===== src/rtl/wb_io_pkg.sv =====
// Shared register map and bit positions for the Wishbone I/O FIFO slave.
package wb_io_pkg;

   typedef enum logic [1:0] {
      ADR_DATA   = 2'd0,
      ADR_STATUS = 2'd1,
      ADR_CTRL   = 2'd2,
      ADR_COUNT  = 2'd3
   } wb_adr_e;

   localparam int ST_TX_FULL      = 0;
   localparam int ST_TX_EMPTY     = 1;
   localparam int ST_RX_FULL      = 2;
   localparam int ST_RX_EMPTY     = 3;
   localparam int ST_RX_UNDERFLOW = 4;

   localparam int CT_RX_IE = 0;
   localparam int CT_TX_IE = 1;

endpackage


===== src/rtl/sync_fifo.sv =====
// Single-clock FIFO with extra-MSB pointers; head is a combinational read at rd_ptr.
module sync_fifo #(
   parameter  int DW    = 16,
   parameter  int DEPTH = 8,
   localparam int CW    = $clog2(DEPTH) + 1
) (
   input  logic          clk,
   input  logic          rst_n,
   input  logic          push,
   input  logic [DW-1:0] push_data,
   input  logic          pop,
   output logic [DW-1:0] head,
   output logic          full,
   output logic          empty,
   output logic [CW-1:0] count
);

   localparam int AW = CW - 1;

   logic [DW-1:0] mem [DEPTH];
   logic [CW-1:0] wr_ptr;
   logic [CW-1:0] rd_ptr;
   logic          do_push;
   logic          do_pop;

   // Pointers run modulo 2*DEPTH so the MSB tells full apart from empty.
   assign full    = (wr_ptr[CW-1] != rd_ptr[CW-1]) && (wr_ptr[AW-1:0] == rd_ptr[AW-1:0]);
   assign empty   = (wr_ptr == rd_ptr);
   assign count   = wr_ptr - rd_ptr;
   assign head    = mem[rd_ptr[AW-1:0]];
   assign do_push = push & ~full;
   assign do_pop  = pop & ~empty;

   always_ff @(posedge clk or negedge rst_n) begin
      if (!rst_n) begin
         wr_ptr <= '0;
         rd_ptr <= '0;
      end else begin
         if (do_push) wr_ptr <= wr_ptr + CW'(1);
         if (do_pop)  rd_ptr <= rd_ptr + CW'(1);
      end
   end

   always_ff @(posedge clk) begin
      if (do_push) mem[wr_ptr[AW-1:0]] <= push_data;
   end

endmodule


===== src/rtl/wb_io_fifo.sv =====
// Wishbone pipelined I/O slave: CPU writes feed a TX stream, device data lands in an RX FIFO.
module wb_io_fifo
   import wb_io_pkg::*;
#(
   parameter  int DW    = 16,
   parameter  int DEPTH = 8,
   localparam int CW    = $clog2(DEPTH) + 1
) (
   input  logic          clk,
   input  logic          rst_n,
   input  logic          wb_cyc_i,
   input  logic          wb_stb_i,
   input  logic          wb_we_i,
   input  logic [1:0]    wb_adr_i,
   input  logic [DW-1:0] wb_dat_i,
   output logic [DW-1:0] wb_dat_o,
   output logic          wb_ack_o,
   output logic          wb_stall_o,
   output logic [DW-1:0] tx_data_o,
   output logic          tx_valid_o,
   input  logic          tx_ready_i,
   input  logic [DW-1:0] rx_data_i,
   input  logic          rx_valid_i,
   output logic          rx_ready_o,
   output logic          irq_o
);

   wb_adr_e       adr;
   logic          req, acc, rd_acc;
   logic          tx_full, tx_empty, rx_full, rx_empty;
   logic [CW-1:0] tx_count, rx_count;
   logic [DW-1:0] rx_head;
   logic          tx_push, tx_pop, rx_push, rx_pop;
   logic          uf_set, uf_clr, ctrl_wr;
   logic          rx_underflow;
   logic [1:0]    ctrl;
   logic [DW-1:0] rd_data;

   assign adr        = wb_adr_e'(wb_adr_i);
   assign req        = wb_cyc_i & wb_stb_i;
   assign wb_stall_o = req & wb_we_i & (adr == ADR_DATA) & tx_full;
   assign acc        = req & ~wb_stall_o;
   assign rd_acc     = acc & ~wb_we_i;

   // Both streams transfer on a cycle where valid and ready are high together;
   // valid never waits on ready, and ready reflects registered FIFO state only.
   assign tx_valid_o = ~tx_empty;
   assign rx_ready_o = ~rx_full;
   assign tx_push    = acc & wb_we_i & (adr == ADR_DATA);
   assign tx_pop     = tx_valid_o & tx_ready_i;
   assign rx_push    = rx_valid_i & rx_ready_o;
   assign rx_pop     = rd_acc & (adr == ADR_DATA) & ~rx_empty;
   assign uf_set     = rd_acc & (adr == ADR_DATA) & rx_empty;
   assign uf_clr     = acc & wb_we_i & (adr == ADR_STATUS) & wb_dat_i[ST_RX_UNDERFLOW];
   assign ctrl_wr    = acc & wb_we_i & (adr == ADR_CTRL);

   sync_fifo #(.DW(DW), .DEPTH(DEPTH)) u_tx_fifo (
      .clk       (clk),
      .rst_n     (rst_n),
      .push      (tx_push),
      .push_data (wb_dat_i),
      .pop       (tx_pop),
      .head      (tx_data_o),
      .full      (tx_full),
      .empty     (tx_empty),
      .count     (tx_count)
   );

   sync_fifo #(.DW(DW), .DEPTH(DEPTH)) u_rx_fifo (
      .clk       (clk),
      .rst_n     (rst_n),
      .push      (rx_push),
      .push_data (rx_data_i),
      .pop       (rx_pop),
      .head      (rx_head),
      .full      (rx_full),
      .empty     (rx_empty),
      .count     (rx_count)
   );

   always_comb begin
      rd_data = '0;
      case (adr)
         ADR_DATA:   rd_data = rx_empty ? '0 : rx_head;
         ADR_STATUS: begin
            rd_data[ST_TX_FULL]      = tx_full;
            rd_data[ST_TX_EMPTY]     = tx_empty;
            rd_data[ST_RX_FULL]      = rx_full;
            rd_data[ST_RX_EMPTY]     = rx_empty;
            rd_data[ST_RX_UNDERFLOW] = rx_underflow;
         end
         ADR_CTRL:   rd_data[1:0] = ctrl;
         ADR_COUNT:  begin
            rd_data[DW/2 +: CW] = tx_count;
            rd_data[0 +: CW]    = rx_count;
         end
         default:    rd_data = '0;
      endcase
   end

   always_ff @(posedge clk or negedge rst_n) begin
      if (!rst_n) begin
         wb_ack_o     <= 1'b0;
         wb_dat_o     <= '0;
         irq_o        <= 1'b0;
         rx_underflow <= 1'b0;
         ctrl         <= '0;
      end else begin
         wb_ack_o <= acc;
         if (rd_acc) wb_dat_o <= rd_data;
         irq_o <= (ctrl[CT_RX_IE] & ~rx_empty) | (ctrl[CT_TX_IE] & tx_empty);
         // A same-cycle set beats the software clear so no underflow is lost.
         if (uf_set)      rx_underflow <= 1'b1;
         else if (uf_clr) rx_underflow <= 1'b0;
         if (ctrl_wr) ctrl <= wb_dat_i[1:0];
      end
   end

endmodule


===== config.mk =====
export PLATFORM = sky130hd
export DESIGN_NAME = wb_io_fifo
export DESIGN_NICKNAME = d
export VERILOG_FILES = /design/src/rtl/wb_io_pkg.sv /design/src/rtl/sync_fifo.sv /design/src/rtl/wb_io_fifo.sv
export SDC_FILE = /design/constraint.sdc
export NUM_CORES = 1
export LEC_CHECK = 0
export CELL_PAD_IN_SITES_DETAIL_PLACEMENT = 0
export CELL_PAD_IN_SITES_GLOBAL_PLACEMENT = 1
export CORE_MARGIN = 8
export CORE_UTILIZATION = 50
export CTS_CLUSTER_SIZE = 20
export DETAILED_ROUTE_END_ITERATION = 8
export PLACE_DENSITY = 0.81
export SLEW_MARGIN = 20
export SYNTH_ARGS = -nofsm -noshare
export SYNTH_HDL_FRONTEND = slang
export SYNTH_HIERARCHICAL = 1
export SYNTH_SLANG_ARGS = --single-unit

===== constraint.sdc =====
create_clock -name clk -period 4.85 [get_ports clk]
set_input_delay 0.97 -clock clk [delete_from_list [all_inputs] [get_ports clk]]
set_output_delay 0.97 -clock clk [all_outputs]
set_load 0.01 [all_outputs]

Word-level counts from Yosys, hierarchy flattened
Memory sizes are Yosys's and may differ from the RTL's.
Cells that the tools add are included.
- equality and inequality tests: 9
- muxes and demuxes: 13
- reduce and logical (&&, ||, !) cells: 4
- bitwise logic cells: 29
- add/sub/neg operators: 6
- operators with widths (operator ; number):
    $and 1x1->1 ; 22
    $add 4x1->4 const B ; 4
    $mux 16 ; 1
    $eq 4x4->1 ; 2
    $pmux 2 s4 ; 1
    $pmux 4 s2 ; 1
    $sub 4x4->4 ; 2
    $eq 3x3->1 ; 2
    $mux 1 ; 6
    $not 1->1 ; 6
    $pmux 2 s3 ; 1
    $eq 2x2->1 const B ; 2
    $mux 4 ; 1
    $mux 3 ; 1
    $eq 2x1->1 const B ; 1
    $logic_and 1x1->1 ; 2
    $logic_not 2->1 ; 1
    $ne 1x1->1 ; 2
    $pmux 1 s2 ; 1
    $reduce_bool 2->1 ; 1
    $or 1x1->1 ; 1
- RAM bits: 256
- memories kept: 2
- bits of input ports: 41
- output and inout port bits: 37
- flip-flop bits (word level): 37
- memory list (name ; words ; width ; read ports ; clocked after memory_dff ; write ports ; line ; source):
    u_rx_fifo.mem ; 8 ; 16 ; 1 ; 0 ; 1 ; sync_fifo.sv:20 ; logic [DW-1:0] mem [DEPTH];
    u_tx_fifo.mem ; 8 ; 16 ; 1 ; 0 ; 1 ; sync_fifo.sv:20 ;

Longest topological paths before layout
- depth after elaboration: 11
- gate-level depth with buffers: 12
- depth with buffers taken out: 9

Hierarchy
Netlist, hierarchy kept.
- by module, submodules not included (module ; cells an instance ; times used ; seq. area each (µm²) ; area each (µm²)):
    sync_fifo at u_rx_fifo ; 278 ; 1 ; 4043.9 ; 5411.4
    sync_fifo at u_tx_fifo ; 277 ; 1 ; 4043.9 ; 5405.2
    wb_io_fifo ; 106 ; 1 ; 525.5 ; 1083.5

Worst setup path before layout
No wires, ideal clock.
- kind: reg2reg
- from: register u_tx_fifo.rd_ptr[2]
- to: memory u_tx_fifo.mem[0][0] (enable)
- buffers on the path: 2
- stages on the path, launching flop included: 10
- data arrival time: 3.708 ns
- path slack: 0.712 ns
- setup time: 0.430 ns
- cells stage by stage: dfrtp_1 > buf_2 > clkinv_1 > buf_2 > ha_1 > nand3_1 > nor2_1 > nor3b_1 > o21ai_4 > nor4_1
- word-level cells in the longest chain between the ends: 10
- elaborated cells on any way between the ends: 11
- those cells by class: 1 x eq/ne; 2 x mux; 7 x bitwise; 1 x reduce/logical
- RTL lines (what ; line ; source):
    start: declaration ; sync_fifo.sv:22 ; logic [CW-1:0] rd_ptr;
    start signal: assignment ; sync_fifo.sv:40 ; if (do_pop) rd_ptr <= rd_ptr + CW'(1);
    $eq 3x3->1 ; sync_fifo.sv:27 ; assign full = (wr_ptr[CW-1] != rd_ptr[CW-1]) && (wr_ptr[AW-1:0] == rd_ptr[AW-1:0]);
    $logic_and 1x1->1 ; sync_fifo.sv:27 ;
    named net tx_full ; wb_io_fifo.sv:30 ; logic tx_full, tx_empty, rx_full, rx_empty;
    $and 1x1->1 ; wb_io_fifo.sv:41 ; assign wb_stall_o = req & wb_we_i & (adr == ADR_DATA) & tx_full;
    $not 1->1 ; wb_io_fifo.sv:42 ; assign acc = req & ~wb_stall_o;
    $and 1x1->1 ; wb_io_fifo.sv:42 ;
    $and 1x1->1 (2 in series) ; wb_io_fifo.sv:49 ; assign tx_push = acc & wb_we_i & (adr == ADR_DATA);
    named net tx_push ; wb_io_fifo.sv:33 ; logic tx_push, tx_pop, rx_push, rx_pop;
    $and 1x1->1 ; sync_fifo.sv:31 ; assign do_push = push & ~full;
    $mux 1 ; sync_fifo.sv:45 ; if (do_push) mem[wr_ptr[AW-1:0]] <= push_data;
    $mux 1 (not written as such) ; sync_fifo.sv:45 ;
    end: declaration ; sync_fifo.sv:20 ;
The timed path passes the listed nets, and every way through them passes these cells.

Worst setup path in the final report
- from: register u_tx_fifo.rd_ptr[2]
- to: output wb_stall_o
- word-level cells in the longest chain between the ends: 3
- RTL lines (what ; line ; source):
    $eq 3x3->1 ; sync_fifo.sv:27 ;
    $logic_and 1x1->1 ; sync_fifo.sv:27 ;
    named net tx_full ; wb_io_fifo.sv:30 ;
    $and 1x1->1 ; wb_io_fifo.sv:41 ;
    end: declaration ; wb_io_fifo.sv:18 ; output logic wb_stall_o,
The timed path passes the listed nets, and every way through them passes these cells.

==> run summary <==
GPL Wtd Cong: 0.789
post-synthesis cell type count: 45
syn avg cell area: 18.0 µm²
H-Tree Depth: 1
crit path max-delay cell type: ha_1
via-per-instance ratio: 5.45
CP delay by family, top: buffers and inverters
Final Max Tran Viols: 0
worst slew pin tran: 988 ps
initial cell density of the core: 0.509
Layout Nets: 822
synthesis-stage register bit count: 293
CP arrival: 3380 ps
initial antenna violation count: 2
slowest stage delay, CP: 580 ps
CTS clk-pin slew, worst paths: 60 ps
post-cts resize count: 0
Hold EP: wb_dat_o[4]
Total GRT Usage: 0.165
RSZ-0062 raised after global routing: no
status: complete, no violations
DP Cell Count: 1051
die width: 170 µm
Initial DRC Count: 380
Die Y: 170 µm
1st-pass router iterations: 5
post-layout min period: 4350 ps
Slew HR: 0.341
final setup fails: 0
crit-path max FO: 18
Area growth syn-to-layout: 17.7%
WHS Path Cells: 2
Fmax: 0.230 GHz
setup bufs post-CTS: 0
pin count of the biggest net entering global routing: 38
die area: 29000 µm²
Clock Skews: 7.85 ps
clk_lat worst skew: 540 ps
worst min-delay path category: reg2reg
total CTS buffers: 29
Port Buffers: 77
worst vdd ir: 0.000351 V
Site Rows: 56
crit path kind: reg2out
Reg2Reg Depth: 7
Post-DP HPWL: 14900 µm
vias in the first global route: 6510
sequential element share of the synthesized area: 0.724
Synth Cell Area: 11900 µm²
Yosys Warn Count: 6
# diodes: 0
PD cells: 563 nW/µm²
layout cells sized above 1: 0.214
Post-Route WL: 23500 µm
WL/cell: 21.3 µm
Core Area: 23400 µm²
CP Capture Type: output port
Cells after Synth: 661
CTS tree: yes
root buffer cell: clkbuf_16
total number of vias: 6019
Post-synth EDFFs: 256
setup_tns: 0 ps
Worst EP required: 3880 ps
hold path start: wb_dat_o[4]
cells along the critical path: clkinv_1 -> ha_1 -> nand3_1 -> nor2_1 -> nand2_1 -> nor2_1 -> clkdlybuf4s50_1
CTS Buffer Depth: 3
final hold vios: 0
post-route ant nets: 0
ys flop type: edfxtp_1
ys async rst share: 0.126
I/O pin count: 78
grt ovf: 0
Crit path top cell by count: nor2_1
Buf/Inv on CP: 2
Worst setup SP type: flip-flop
first-pass GRT wire length: 36900 µm
leakage: 4.88 nW
RR Startpoint: u_tx_fifo/rd_ptr[2]
DRC violations left: 0
fin crit share: 0.897
reg2reg setup slack: 1050 ps
number of max-cap violations: 0
Critical R2R Capture: u_tx_fifo/mem[7][5]
non-filler cells in the finished layout: 1105
CTS sink count: 293
Mapped Nets: 720
CTS Hold Buffers Added: 0
[tightest hold or removal path: stages, from the launching register on]
cell	delay [ps]
dfrtp_1	340
nand2_1	50
o21ai_0	60
[cells by family (layout without fill, tap and decap cells)]
logic type      count (synthesis)  in the layout  share of synthesized area
mux                            72             72                      0.129
buf+inv                        51            176                     0.0259
fa+ha+maj                      18             18                     0.0202
simple gates                  168            168                     0.0579
xor+xnor                       20             20                     0.0160
flops                         293            293                      0.724
compound gates                 39             39                     0.0269
[cells in the final DEF, fill, tap and decap left out, types with 3 or more instances in the layout]
cell type / n
inv_1: 21
clkbuf_1: 10
clkdlybuf4s50_1: 76
dfrtp_1: 35
clkbuf_8: 4
nor2_1: 17
xor2_1: 8
mux4_2: 64
a22o_1: 4
a21oi_1: 3
a222oi_1: 3
clkbuf_16: 29
nor3_2: 8
edfxtp_1: 256
mux2_2: 6
buf_4: 22
xnor2_1: 10
clkinv_2: 4
nor2b_1: 3
o21ai_0: 9
ha_1: 16
nand2_1: 124
nand3_1: 7
clkinvlp_4: 3
a22o_2: 5
[sequential cells by signal (all words and copies together) (netlist names)]
register and flops:
u_rx_fifo/mem 128, u_tx_fifo/mem 128, wb_dat_o 16, u_rx_fifo/rd_ptr 4, u_rx_fifo/wr_ptr 4, u_tx_fifo/rd_ptr 4
u_tx_fifo/wr_ptr 4, ctrl 2, irq_o 1, rx_underflow 1, wb_ack_o 1
[power by group]
group          internal [W]  switching (W)
combinational       0.00120        0.00130
clock               0.00128       0.000887
sequential          0.00305       0.000181
[Yosys cell counts (2+ instances only)]
library cell,n,area share
buf_2,16,0.0067
buf_12,2,0.0034
o21ai_0,9,0.0038
nor3_1,8,0.0034
fa_1,2,0.0034
a22o_1,4,0.0029
o211ai_2,2,0.0021
buf_6,5,0.0047
clkinv_1,2,0.00063
a21o_1,2,0.0013
xnor2_2,2,0.0027
nor4_1,2,0.0011
mux4_2,64,0.12
nand3_1,7,0.0029
dfrtp_1,37,0.078
edfxtp_1,256,0.65
nor2b_1,3,0.0016
xnor2_1,10,0.0074
clkbuf_1,2,0.00063
nor2_2,2,0.0011
a222oi_1,3,0.0025
nand2_1,124,0.039
mux2_4,2,0.0025
inv_1,21,0.0066
a21oi_1,3,0.0013
ha_1,16,0.017
nor2_1,17,0.0054
xor2_1,8,0.0059
buf_8,2,0.0025
mux2_2,6,0.0057
a22o_2,5,0.0042
o22ai_1,2,0.0011
o21ai_2,2,0.0015
o21ai_4,2,0.0027
[stage by stage]
step,hold slack [ps],worst slack (ps),util,cell area (µm²),power (W)
2_1_floorplan,461,712,-,11900,0.00500
3_3_place_gp,464,1130,0.558,13100,0.00574
3_5_place_dp,474,1010,0.558,13100,0.00582
4_1_cts,487,456,0.598,14000,0.00798
5_1_grt,518,318,0.598,14000,0.00828
6_report,480,500,0.598,14000,0.00789
[per-layer routing]
| metal | share of wire | global-route usage |
|---|---|---|
| met2 | 0.51 | 0.288 |
| met1 | 0.41 | 0.207 |
| met4 | 0.018 | 0.0461 |
| met5 | 0.00098 | 0 |
| met3 | 0.060 | 0.0334 |
[cell type report]
type	instances	area, µm²
tap	319	399
clock inverter	11	120
inverter	23	86.3
fill	1709	9400
multi-input combinational	317	3030
timing repair buffer	99	931
sequential	293	8620
clock buffer	43	818
[how the worst max path moves through the flow]
stage / from / end / slack (ps) / depth (start not counted)
after floorplan: u_tx_fifo/rd_ptr[2] / u_tx_fifo/mem[0][0] / 710 / 9
after global placement: u_tx_fifo/rd_ptr[2] / u_tx_fifo/mem[7][3] / 1130 / 7
after detailed placement: u_tx_fifo/rd_ptr[2] / u_tx_fifo/mem[7][15] / 1010 / 7
after CTS: u_tx_fifo/rd_ptr[2] / wb_stall_o / 460 / 7
after global routing: u_tx_fifo/rd_ptr[2] / wb_stall_o / 320 / 7
final: u_tx_fifo/rd_ptr[2] / wb_stall_o / 500 / 7
(Power assumes the default switching activity.)
